**src/rtl/p2_vector_sequencer_if.sv**
```systemverilog
// Stimulus/response bundle between the vector sequencer and its environment.
// The sequencer drives the P2 inputs and reports sweep status; the environment drives start/abort and f.
interface p2_vector_sequencer_if;
    logic       start;
    logic       abort;
    logic       f;
    logic       a;
    logic       b;
    logic       c;
    logic [2:0] step;
    logic       busy;
    logic       done;
    logic [7:0] truth_table;

    modport master (
        input  start, abort, f,
        output a, b, c, step, busy, done, truth_table
    );

    modport slave (
        output start, abort, f,
        input  a, b, c, step, busy, done, truth_table
    );
endinterface

```
**src/rtl/p2_vector_sequencer.sv**
```systemverilog
// Gray-code stimulus sweep around the P2 3-input function: holds each vector for
// HOLD_CYCLES cycles, samples f at the end of each hold and builds an 8-bit truth table.
module p2_vector_sequencer #(
    parameter int unsigned HOLD_CYCLES = 10,
    parameter int unsigned CNT_W       = 4
) (
    input  logic                    clk,
    input  logic                    rst_n,
    p2_vector_sequencer_if.master   bus
);

    localparam int unsigned STEP_W = 3;
    localparam int unsigned TT_W   = 8;

    localparam logic [CNT_W-1:0]  HOLD_LAST = CNT_W'(HOLD_CYCLES - 1);
    localparam logic [STEP_W-1:0] LAST_STEP = STEP_W'(7);

    typedef enum logic [1:0] {
        IDLE   = 2'd0,
        DRIVE  = 2'd1,
        FINISH = 2'd2
    } state_t;

    state_t              state_q, state_d;
    logic [STEP_W-1:0]   step_q,  step_d;
    logic [CNT_W-1:0]    cnt_q,   cnt_d;
    logic [STEP_W-1:0]   abc_q,   abc_d;
    logic                busy_q,  busy_d;
    logic                done_q,  done_d;
    logic [TT_W-1:0]     tt_q,    tt_d;
    logic                hold_end;
    logic                last_step;

    function automatic logic [STEP_W-1:0] gray(input logic [STEP_W-1:0] s);
        return s ^ (s >> 1);
    endfunction

    assign hold_end  = (cnt_q == HOLD_LAST);
    assign last_step = (step_q == LAST_STEP);

    // State and datapath registers
    always_ff @(posedge clk or negedge rst_n) begin
        if (!rst_n) begin
            state_q <= IDLE;
            step_q  <= '0;
            cnt_q   <= '0;
            abc_q   <= '0;
            busy_q  <= 1'b0;
            done_q  <= 1'b0;
            tt_q    <= '0;
        end else begin
            state_q <= state_d;
            step_q  <= step_d;
            cnt_q   <= cnt_d;
            abc_q   <= abc_d;
            busy_q  <= busy_d;
            done_q  <= done_d;
            tt_q    <= tt_d;
        end
    end

    // Next-state logic; abort outranks the final capture
    always_comb begin
        state_d = state_q;
        case (state_q)
            IDLE: begin
                if (bus.start) state_d = DRIVE;
            end
            DRIVE: begin
                if (bus.abort)                  state_d = IDLE;
                else if (hold_end && last_step) state_d = FINISH;
            end
            FINISH:  state_d = IDLE;
            default: state_d = IDLE;
        endcase
    end

    // Next values of the registered outputs and hold counter
    always_comb begin
        step_d = step_q;
        cnt_d  = cnt_q;
        abc_d  = abc_q;
        busy_d = busy_q;
        done_d = 1'b0;
        tt_d   = tt_q;
        case (state_q)
            IDLE: begin
                abc_d  = '0;
                step_d = '0;
                cnt_d  = '0;
                busy_d = 1'b0;
                if (bus.start) begin
                    busy_d = 1'b1;
                    tt_d   = '0;
                end
            end
            DRIVE: begin
                if (bus.abort) begin
                    abc_d  = '0;
                    step_d = '0;
                    cnt_d  = '0;
                    busy_d = 1'b0;
                end else if (hold_end) begin
                    // Capture is indexed by the minterm on the pins, not by sweep position
                    tt_d[abc_q] = bus.f;
                    cnt_d       = '0;
                    if (last_step) begin
                        abc_d  = '0;
                        step_d = '0;
                        busy_d = 1'b0;
                        done_d = 1'b1;
                    end else begin
                        step_d = step_q + STEP_W'(1);
                        abc_d  = gray(step_q + STEP_W'(1));
                    end
                end else begin
                    cnt_d = cnt_q + CNT_W'(1);
                end
            end
            FINISH: begin
                abc_d  = '0;
                step_d = '0;
                cnt_d  = '0;
                busy_d = 1'b0;
            end
            default: begin
                abc_d  = '0;
                step_d = '0;
                cnt_d  = '0;
                busy_d = 1'b0;
            end
        endcase
    end

    assign bus.a           = abc_q[2];
    assign bus.b           = abc_q[1];
    assign bus.c           = abc_q[0];
    assign bus.step        = step_q;
    assign bus.busy        = busy_q;
    assign bus.done        = done_q;
    assign bus.truth_table = tt_q;

endmodule

```
**src/flat_wrapper.sv**
```systemverilog
// flat-port wrapper written by rule: the top's interface ports become plain ports
module p2_vector_sequencer_flat 
#(
    parameter int unsigned HOLD_CYCLES = 10,
    parameter int unsigned CNT_W       = 4
)
  (clk, rst_n, bus_start, bus_abort, bus_f, bus_a, bus_b, bus_c, bus_step, bus_busy, bus_done, bus_truth_table);
  p2_vector_sequencer_if bus_i ();
  input  logic clk;
  input  logic rst_n;
  input wire logic [$bits(bus_i.start)-1:0] bus_start;
  input wire logic [$bits(bus_i.abort)-1:0] bus_abort;
  input wire logic [$bits(bus_i.f)-1:0] bus_f;
  output wire logic [$bits(bus_i.a)-1:0] bus_a;
  output wire logic [$bits(bus_i.b)-1:0] bus_b;
  output wire logic [$bits(bus_i.c)-1:0] bus_c;
  output wire logic [$bits(bus_i.step)-1:0] bus_step;
  output wire logic [$bits(bus_i.busy)-1:0] bus_busy;
  output wire logic [$bits(bus_i.done)-1:0] bus_done;
  output wire logic [$bits(bus_i.truth_table)-1:0] bus_truth_table;
  assign bus_i.start = bus_start;
  assign bus_i.abort = bus_abort;
  assign bus_i.f = bus_f;
  assign bus_a = bus_i.a;
  assign bus_b = bus_i.b;
  assign bus_c = bus_i.c;
  assign bus_step = bus_i.step;
  assign bus_busy = bus_i.busy;
  assign bus_done = bus_i.done;
  assign bus_truth_table = bus_i.truth_table;
  p2_vector_sequencer #(.HOLD_CYCLES(HOLD_CYCLES), .CNT_W(CNT_W)) u_core (.clk(clk), .rst_n(rst_n), .bus(bus_i));
endmodule
```
**config.mk**
```make
export PLATFORM = sky130hd
export DESIGN_NAME = p2_vector_sequencer_flat
export DESIGN_NICKNAME = d
export VERILOG_FILES = /design/src/rtl/p2_vector_sequencer_if.sv /design/src/rtl/p2_vector_sequencer.sv /design/src/flat_wrapper.sv
export SDC_FILE = /design/constraint.sdc
export NUM_CORES = 1
export LEC_CHECK = 0
export ABC_AREA = 1
export CORE_MARGIN = 2
export CORE_UTILIZATION = 46
export CTS_CLUSTER_DIAMETER = 80
export DETAILED_ROUTE_END_ITERATION = 7
export GPL_ROUTABILITY_DRIVEN = 0
export GPL_TIMING_DRIVEN = 1
export PLACE_DENSITY_LB_ADDON = 0.15
export RECOVER_POWER = 25
export SYNTH_ARGS = -nofsm -noshare
export SYNTH_HDL_FRONTEND = slang
export SYNTH_SLANG_ARGS = --single-unit
```
**constraint.sdc**
```tcl
create_clock -name clk -period 1.39 [get_ports clk]
set_input_delay 0.2085 -clock clk [delete_from_list [all_inputs] [get_ports clk]]
set_output_delay 0.2085 -clock clk [all_outputs]
set_load 0.02 [all_outputs]
```
==> results of run 1 <==
## registers in the layout, summed over array words and instances (netlist names)
register / count
u_core.cnt_q: 4
u_core.bus.truth_table: 8
u_core.bus.step: 2
u_core.bus.done: 1
u_core.bus.busy: 1
u_core.state_q: 2
u_core.abc_q: 3
## cell type report
class | instances | area [um2] | area share
clock buffer | 3 | 22.5 | 0.0158
clock inverter | 1 | 7.51 | 0.00526
inverter | 22 | 82.6 | 0.0578
multi-input combinational | 94 | 522 | 0.365
sequential | 21 | 526 | 0.368
tap | 30 | 37.5 | 0.0263
timing repair buffer | 27 | 230 | 0.161
## worst paths after layout
check	startpoint	end	slack [ns]	cells past startpoint
max	u_core.bus.step[0]$_DFFE_PN0P_	bus_step[0]	0.08	1
min	rst_n	u_core.cnt_q[3]$_DFF_PN0_	0.37	2
max reg2reg	u_core.bus.step[0]$_DFFE_PN0P_	u_core.abc_q[1]$_DFFE_PN0P_	0.08	4
min reg2reg	u_core.bus.truth_table[1]$_DFFE_PN0P_	u_core.bus.truth_table[1]$_DFFE_PN0P_	0.48	2
max in group asynchronous	rst_n	u_core.bus.truth_table[3]$_DFFE_PN0P_	0.67	2
min in group clk	u_core.bus.truth_table[1]$_DFFE_PN0P_	u_core.bus.truth_table[1]$_DFFE_PN0P_	0.48	2
## cells in the final DEF, fill, tap and decap left out, drive strengths merged, types with 2 or more instances in the layout
| cell | Yosys | final |
|---|---|---|
| inv | 22 | 22 |
| buf | 3 | 6 |
| clkbuf | 0 | 4 |
| dfrtp | 21 | 21 |
| nor2 | 10 | 10 |
| nand2 | 40 | 40 |
| nand4 | 8 | 8 |
| ha | 5 | 5 |
| xnor2 | 2 | 2 |
| clkdlybuf4s50 | 0 | 3 |
| o21ai | 5 | 5 |
| nand3 | 19 | 19 |
| dlygate4sd2 | 0 | 16 |
| nor3 | 2 | 2 |
## timing repair
item / CTS / global route
hold endpoints to repair: 0 / 0
cloned: 0 / 0
setup buffers: 0 / 0
pin swaps: 0 / 1
resized for setup: 16 / 4
setup endpoints to repair: 16 / 13
## per-layer routing
metal	global-route usage	wire [um]
met1	0.231	1030
met2	0.315	1140
met3	0.0583	91
met4	0.0256	10
met5	0	0
## power breakdown
part           internal, mW  switching, mW  total, mW  leakage [nW]
Combinational         0.133          0.235      0.368         0.522
Clock                 0.110          0.197      0.307        0.0139
Sequential            0.651         0.0340      0.685         0.286
## kinds of logic after synthesis
family                     share of synthesized area
xor gates and xnor gates                      0.0231
and+or+nand+nor                                0.334
DFF                                            0.462
adders and majority gates                     0.0549
buffers and inverters                         0.0934
AOI/OAI and AO/OA                             0.0330
==> summary.txt, run 1 <==
Finish
  • Area delta synth->final: 25.4%
  • Fraction of layout cells with a size suffix above 1: 0.143
  • Final Non-Filler Cells: 198
  • Fillers: 215
  • Post-route cell area: 1430 um2
  • Final core occ: 0.592
  • Nets: 179
  • N_diodes: 0

Global route
  • Largest net degree at the start of global routing: 22
  • Vias in the first global route: 901
  • Initial antenna violation count: 0
  • GR Util All Layers: 0.184
  • Remaining global-route overflow: 0
  • First-pass GRT wire length: 3820 um

Clock tree
  • CTS Buffer Depth: 2
  • Clock sink count: 21
  • Root buffer cell: clkbuf_4
  • CTS tree: done
  • Hold-fix buffers, CTS: 0
  • Clock transition at path regs: 0.13 ns
  • Worst-skew pair later-pin latency: 0.31 ns
  • H-Tree Depth: 1
  • Num CTS Buffers: 3

Outcome
  • Outcome: complete, no violations

Setup path
  • Worst setup SP type: flop
  • CP peak stage delay: 0.43 ns
  • CP max stage cell: dfrtp_1
  • Worst EP arrival: 1.10 ns
  • Class of the most critical setup path: flop to output port
  • CP Cell Sequence: dlygate4sd2_1
  • Critical Path RT: 1.18 ns
  • Delay-heaviest family, CP: flip-flops
  • Maximum fanout along the worst path: 4
  • CP bufs+invs: 1
  • Crit end category: output port

Place
  • DP Cell Count: 194
  • PortBufs: 20
  • DP HPWL: 1720 um
  • Placed Area: 1410 um2
  • Post-place setup slack: -0.0119 ns

Timing
  • Max-slew headroom: 0.659
  • Maximum clock frequency: 765 MHz
  • Worst Slack Setup Final: 0.0834 ns
  • Final Skew: 0.00975 ns
  • # setup viols final: 0
  • Final Hold Vio Count: 0
  • Minimum hold slack: 0.374 ns
  • Fin. max-slew vios: 0
  • Period utilization: 0.940
  • Tightest Pin Transition: 0.512 ns
  • Setup_tns: 0 ns
  • Tmin final: 1.31 ns

Logic synthesis
  • Yosys reg bits: 21
  • Netlist cell types: 23
  • Net Count, Synth: 150
  • Most frequent cell after synthesis: nand2_1
  • Ys async rst share: 1.00
  • Number of flops mapped to enable cells by yosys: 0
  • Synth top area cells: dfrtp_1 46%, nand2_1 12%, nand3_1 7.5%
  • YS warnings: 0
  • Commonest cells in the netlist: 36 x nand2_1, 21 x dfrtp_1, 19 x inv_1
  • Top cell type's share of synthesized area: 0.462
  • Seq/Total Area, Yosys: 0.462
  • Synth area leader: dfrtp_1
  • Dominant synthesized flop cell: dfrtp_1
  • Synthesized area: 1140 um2
  • Synthesized area per cell: 8.13 um2
  • Cells after Synth: 140

Die
  • # rows: 18
  • Initial Utilization: 0.472
  • Core Box Area: 2410 um2
  • Die X: 53.8 um
  • Die ar.: 2890 um2
  • # IOs: 21
  • Die Ht: 53.8 um

Route
  • WL/cell: 11.4 um
  • Antenna viol nets, final: 0
  • DR vias/cell: 4.85
  • Starting DRT DRC Count: 20
  • # DRC: 0
  • First drt pass iteration count: 4
  • Routed Wire Length: 2260 um
  • Vias: 960

Flow run
  • # Max-Cap Violations: 0

Hold path
  • Worst min-delay path category: primary input to asynchronous set/reset pin

Power and ir drop
  • VDD IR max: 0.977 mV
  • Static Leak: 0.823 nW
  • Power density over the cells: 952 nW/um2
  • Total chip power: 1.36 mW
Note: power is estimated with default switching activity, not from simulation.
==> run 2: changes to the inputs <==
- CELL_PAD_IN_SITES_DETAIL_PLACEMENT: not set -> 1
- CELL_PAD_IN_SITES_GLOBAL_PLACEMENT: not set -> 1
- CORE_UTILIZATION: 46 -> 34
- SETUP_SLACK_MARGIN: not set -> 0.15
==> run 2 against run 1 <==
Via count up 12%. Largest cell class is now multi-input gates. First-iteration DRC count down 30%. Combinational power up 32%. Utilization shrank 10 points. Critical path depth up 4. Cell count is 13% higher. Clock skew is 0.0040 ns lower. Clock-buffer cell count is the same. Sequential power grew 0.7%. Largest power group unchanged. Maximum frequency decreased by 0.29%. Hold slack improved by 0.0085 ns. Flip-flop and latch count unchanged.
==> summary.txt, run 2 (synthesis gave the netlist of run 1 again) <==
Power and ir drop
  • NetSw: 0.541 mW (+16%)
  • Reg power frac: 0.464 (-0.040)
  • Sw frac: 0.364 (+0.0215)
  • Power density over the cells: 925 nW/um2 (-2.9%)
  • VDD IR max: 0.654 mV (-33%)
  • Combinational power share: 0.325 (+0.054)
  • Clock power frac: 0.211 (-0.014)
  • Static Leak: 0.834 nW (+1.4%)
  • Cell-internal power: 0.947 mW (+5.9%)
  • Total chip power: 1.49 mW (+9.5%)

Finish
  • Final core occ: 0.490 (-0.103)
  • Area delta synth->final: 41.3%
  • Fillers: 401 (+87%)
  • Final Non-Filler Cells: 224 (+13%)
  • Nets: 189 (+5.6%)
  • Most common cell after layout, fill and taps aside: nand2_1
  • N_diodes: 0 (unchanged)
  • Max FFs per register: 8 (unchanged)
  • Fraction of layout cells with a size suffix above 1: 0.416 (+0.273)
  • Most frequent cells in the layout: 32 x nand2_1, 19 x inv_1, 17 x dfrtp_1

Setup path
  • Maximum fanout along the worst path: 7 (+3)
  • Worst setup SP type: flop
  • CP Cell Sequence: inv_1, ha_2, nand3_4, buf_6, nor3_1
  • CP peak stage delay: 0.40 ns (-0.03 ns)
  • CP max stage cell: dfrtp_1
  • Class of the most critical setup path: flop to flop
  • Crit end category: flop
  • Worst EP arrival: 1.55 ns (+0.45 ns)
  • Critical Path RT: 1.63 ns (+0.45 ns)

Flow run
  • # Max-Cap Violations: 0 (unchanged)

Route
  • WL/cell: 13.6 um (+19%)
  • DR vias/cell: 4.78 (-1.4%)
  • Vias: 1071 (+12%)
  • Routed Wire Length: 3040 um (+34%)
  • Starting DRT DRC Count: 14 (-30%)
  • # DRC: 0 (unchanged)
  • Antenna viol nets, final: 0 (unchanged)
  • First drt pass iteration count: 4 (unchanged)

Timing
  • Max-slew headroom: 0.638 (-0.0207)
  • Tightest Pin Transition: 0.543 ns (+0.0310 ns)
  • Final Skew: 0.00572 ns (-0.00403 ns)
  • RSZ-0062 raised after global routing: true
  • Fin. max-slew vios: 0 (unchanged)
  • Period utilization: 0.943 (+0.00276)
  • Maximum clock frequency: 763 MHz (-0.29%)
  • Tmin final: 1.31 ns (+0.00384 ns)
  • Final Hold Vio Count: 0 (unchanged)
  • # setup viols final: 0 (unchanged)

Global route
  • Initial antenna violation count: 0 (unchanged)
  • First-pass GRT wire length: 5040 um (+32%)
  • Vias in the first global route: 1073 (+19%)
  • Largest net degree at the start of global routing: 22 (unchanged)
  • GR Util All Layers: 0.183 (-0.00116)
  • Remaining global-route overflow: 0 (unchanged)

Clock tree
  • Clock sink count: 21 (unchanged)
  • H-Tree Depth: 1 (unchanged)
  • Hold-fix buffers, CTS: 0 (unchanged)
  • Clock transition at path regs: 0.13 ns (about the same)
  • CTS Buffer Depth: 2 (unchanged)
  • CTS tree: done
  • Root buffer cell: clkbuf_4
  • Num CTS Buffers: 3 (unchanged)
  • Worst-skew pair later-pin latency: 0.32 ns (about the same)

Die
  • Die Ht: 61.9 um (+15%)
  • Initial Utilization: 0.347 (-0.126)
  • Core Box Area: 3280 um2 (+36%)
  • # rows: 21 (+3)
  • Die ar.: 3830 um2 (+32%)
  • Die X: 61.9 um (+15%)
  • # IOs: 21 (unchanged)

Place
  • DP Cell Count: 210 (+8.2%)
  • PortBufs: 20 (unchanged)
  • DP HPWL: 2130 um (+24%)

Hold path
  • Worst min-delay path category: primary input to asynchronous set/reset pin

Outcome
  • Outcome: complete, no violations
run 2: critical path, delay by kind of cell (launching register included):
family / cells / cell delay, ns
buffers and inverters: 2 / 0.25
AND/OR/NAND/NOR: 2 / 0.38
flip-flops: 1 / 0.40
adder cells (fa/ha/maj): 1 / 0.19
run 2: layer usage:
metal	GRT usage	vias up	wire, um
met5	0	-	0
met3	0.0373	5	106
li1	-	525	-
met2	0.332	15	1650
met4	0.0608	0	43
met1	0.214	526	1240
run 2: area by class of cell:
cell class / instances / area (um2) / area share
sequential: 21 / 531 / 0.330
multi-input combinational: 95 / 657 / 0.408
timing repair buffer: 36 / 249 / 0.155
clock buffer: 3 / 22.5 / 0.0140
inverter: 22 / 85.1 / 0.0529
clock inverter: 1 / 7.51 / 0.00467
tap: 46 / 57.6 / 0.0358
run 2: through the flow:
stage	hold WS [ns]	cell area [um2]	setup slack [ns]	TNS (ns)
after floorplan	-0.0871	1170	0.139	0
after global placement	0.456	1450	0.0208	0
after detailed placement	0.457	1450	-0.0562	-0.274
after CTS	0.230	1620	0.0424	0
after global routing	0.434	1610	-0.00122	-0.00122
final	0.383	1610	0.0795	0
run 2: worst paths after layout:
path                                                       start                               endpoint  slack, ns  depth (start not counted)
min reg2reg                u_core.bus.truth_table[0]$_DFFE_PN0P_  u_core.bus.truth_table[0]$_DFFE_PN0P_       0.48                          2
max in group asynchronous                                  rst_n         u_core.bus.step[1]$_DFFE_PN0P_       0.62                          2
max reg2reg                            u_core.cnt_q[1]$_DFF_PN0_          u_core.state_q[1]$_DFFE_PN0P_       0.08                          5
min in group clk           u_core.bus.truth_table[0]$_DFFE_PN0P_  u_core.bus.truth_table[0]$_DFFE_PN0P_       0.48                          2
max                                    u_core.cnt_q[1]$_DFF_PN0_          u_core.state_q[1]$_DFFE_PN0P_       0.08                          5
min                                                        rst_n              u_core.bus.done$_DFF_PN0_       0.38                          2
run 2: what timing repair did:
item / 4_1_cts / 5_1_grt
gates resized for setup: 55 / 29
gates cloned: 1 / 0
endpoints found under the hold margin: 0 / 0
setup buffers: 6 / 3
pin swaps: 19 / 16
endpoints found under the setup margin: 30 / 34
run 2: power groups by stage:
stage                     Sequential (mW)  Combinational [mW]  Clock, mW
after floorplan                     0.744               0.214          0
after global routing                0.696               0.535      0.363
final                               0.690               0.484      0.315
after global placement              0.701               0.396          0
after CTS                           0.690               0.476      0.327
after detailed placement            0.704               0.412          0
==> run 3: changes to the inputs <==
- CAP_MARGIN: not set -> 20
==> results of run 3 <==
Same layout as run 2: the final DEF is identical, and so are final timing and power.
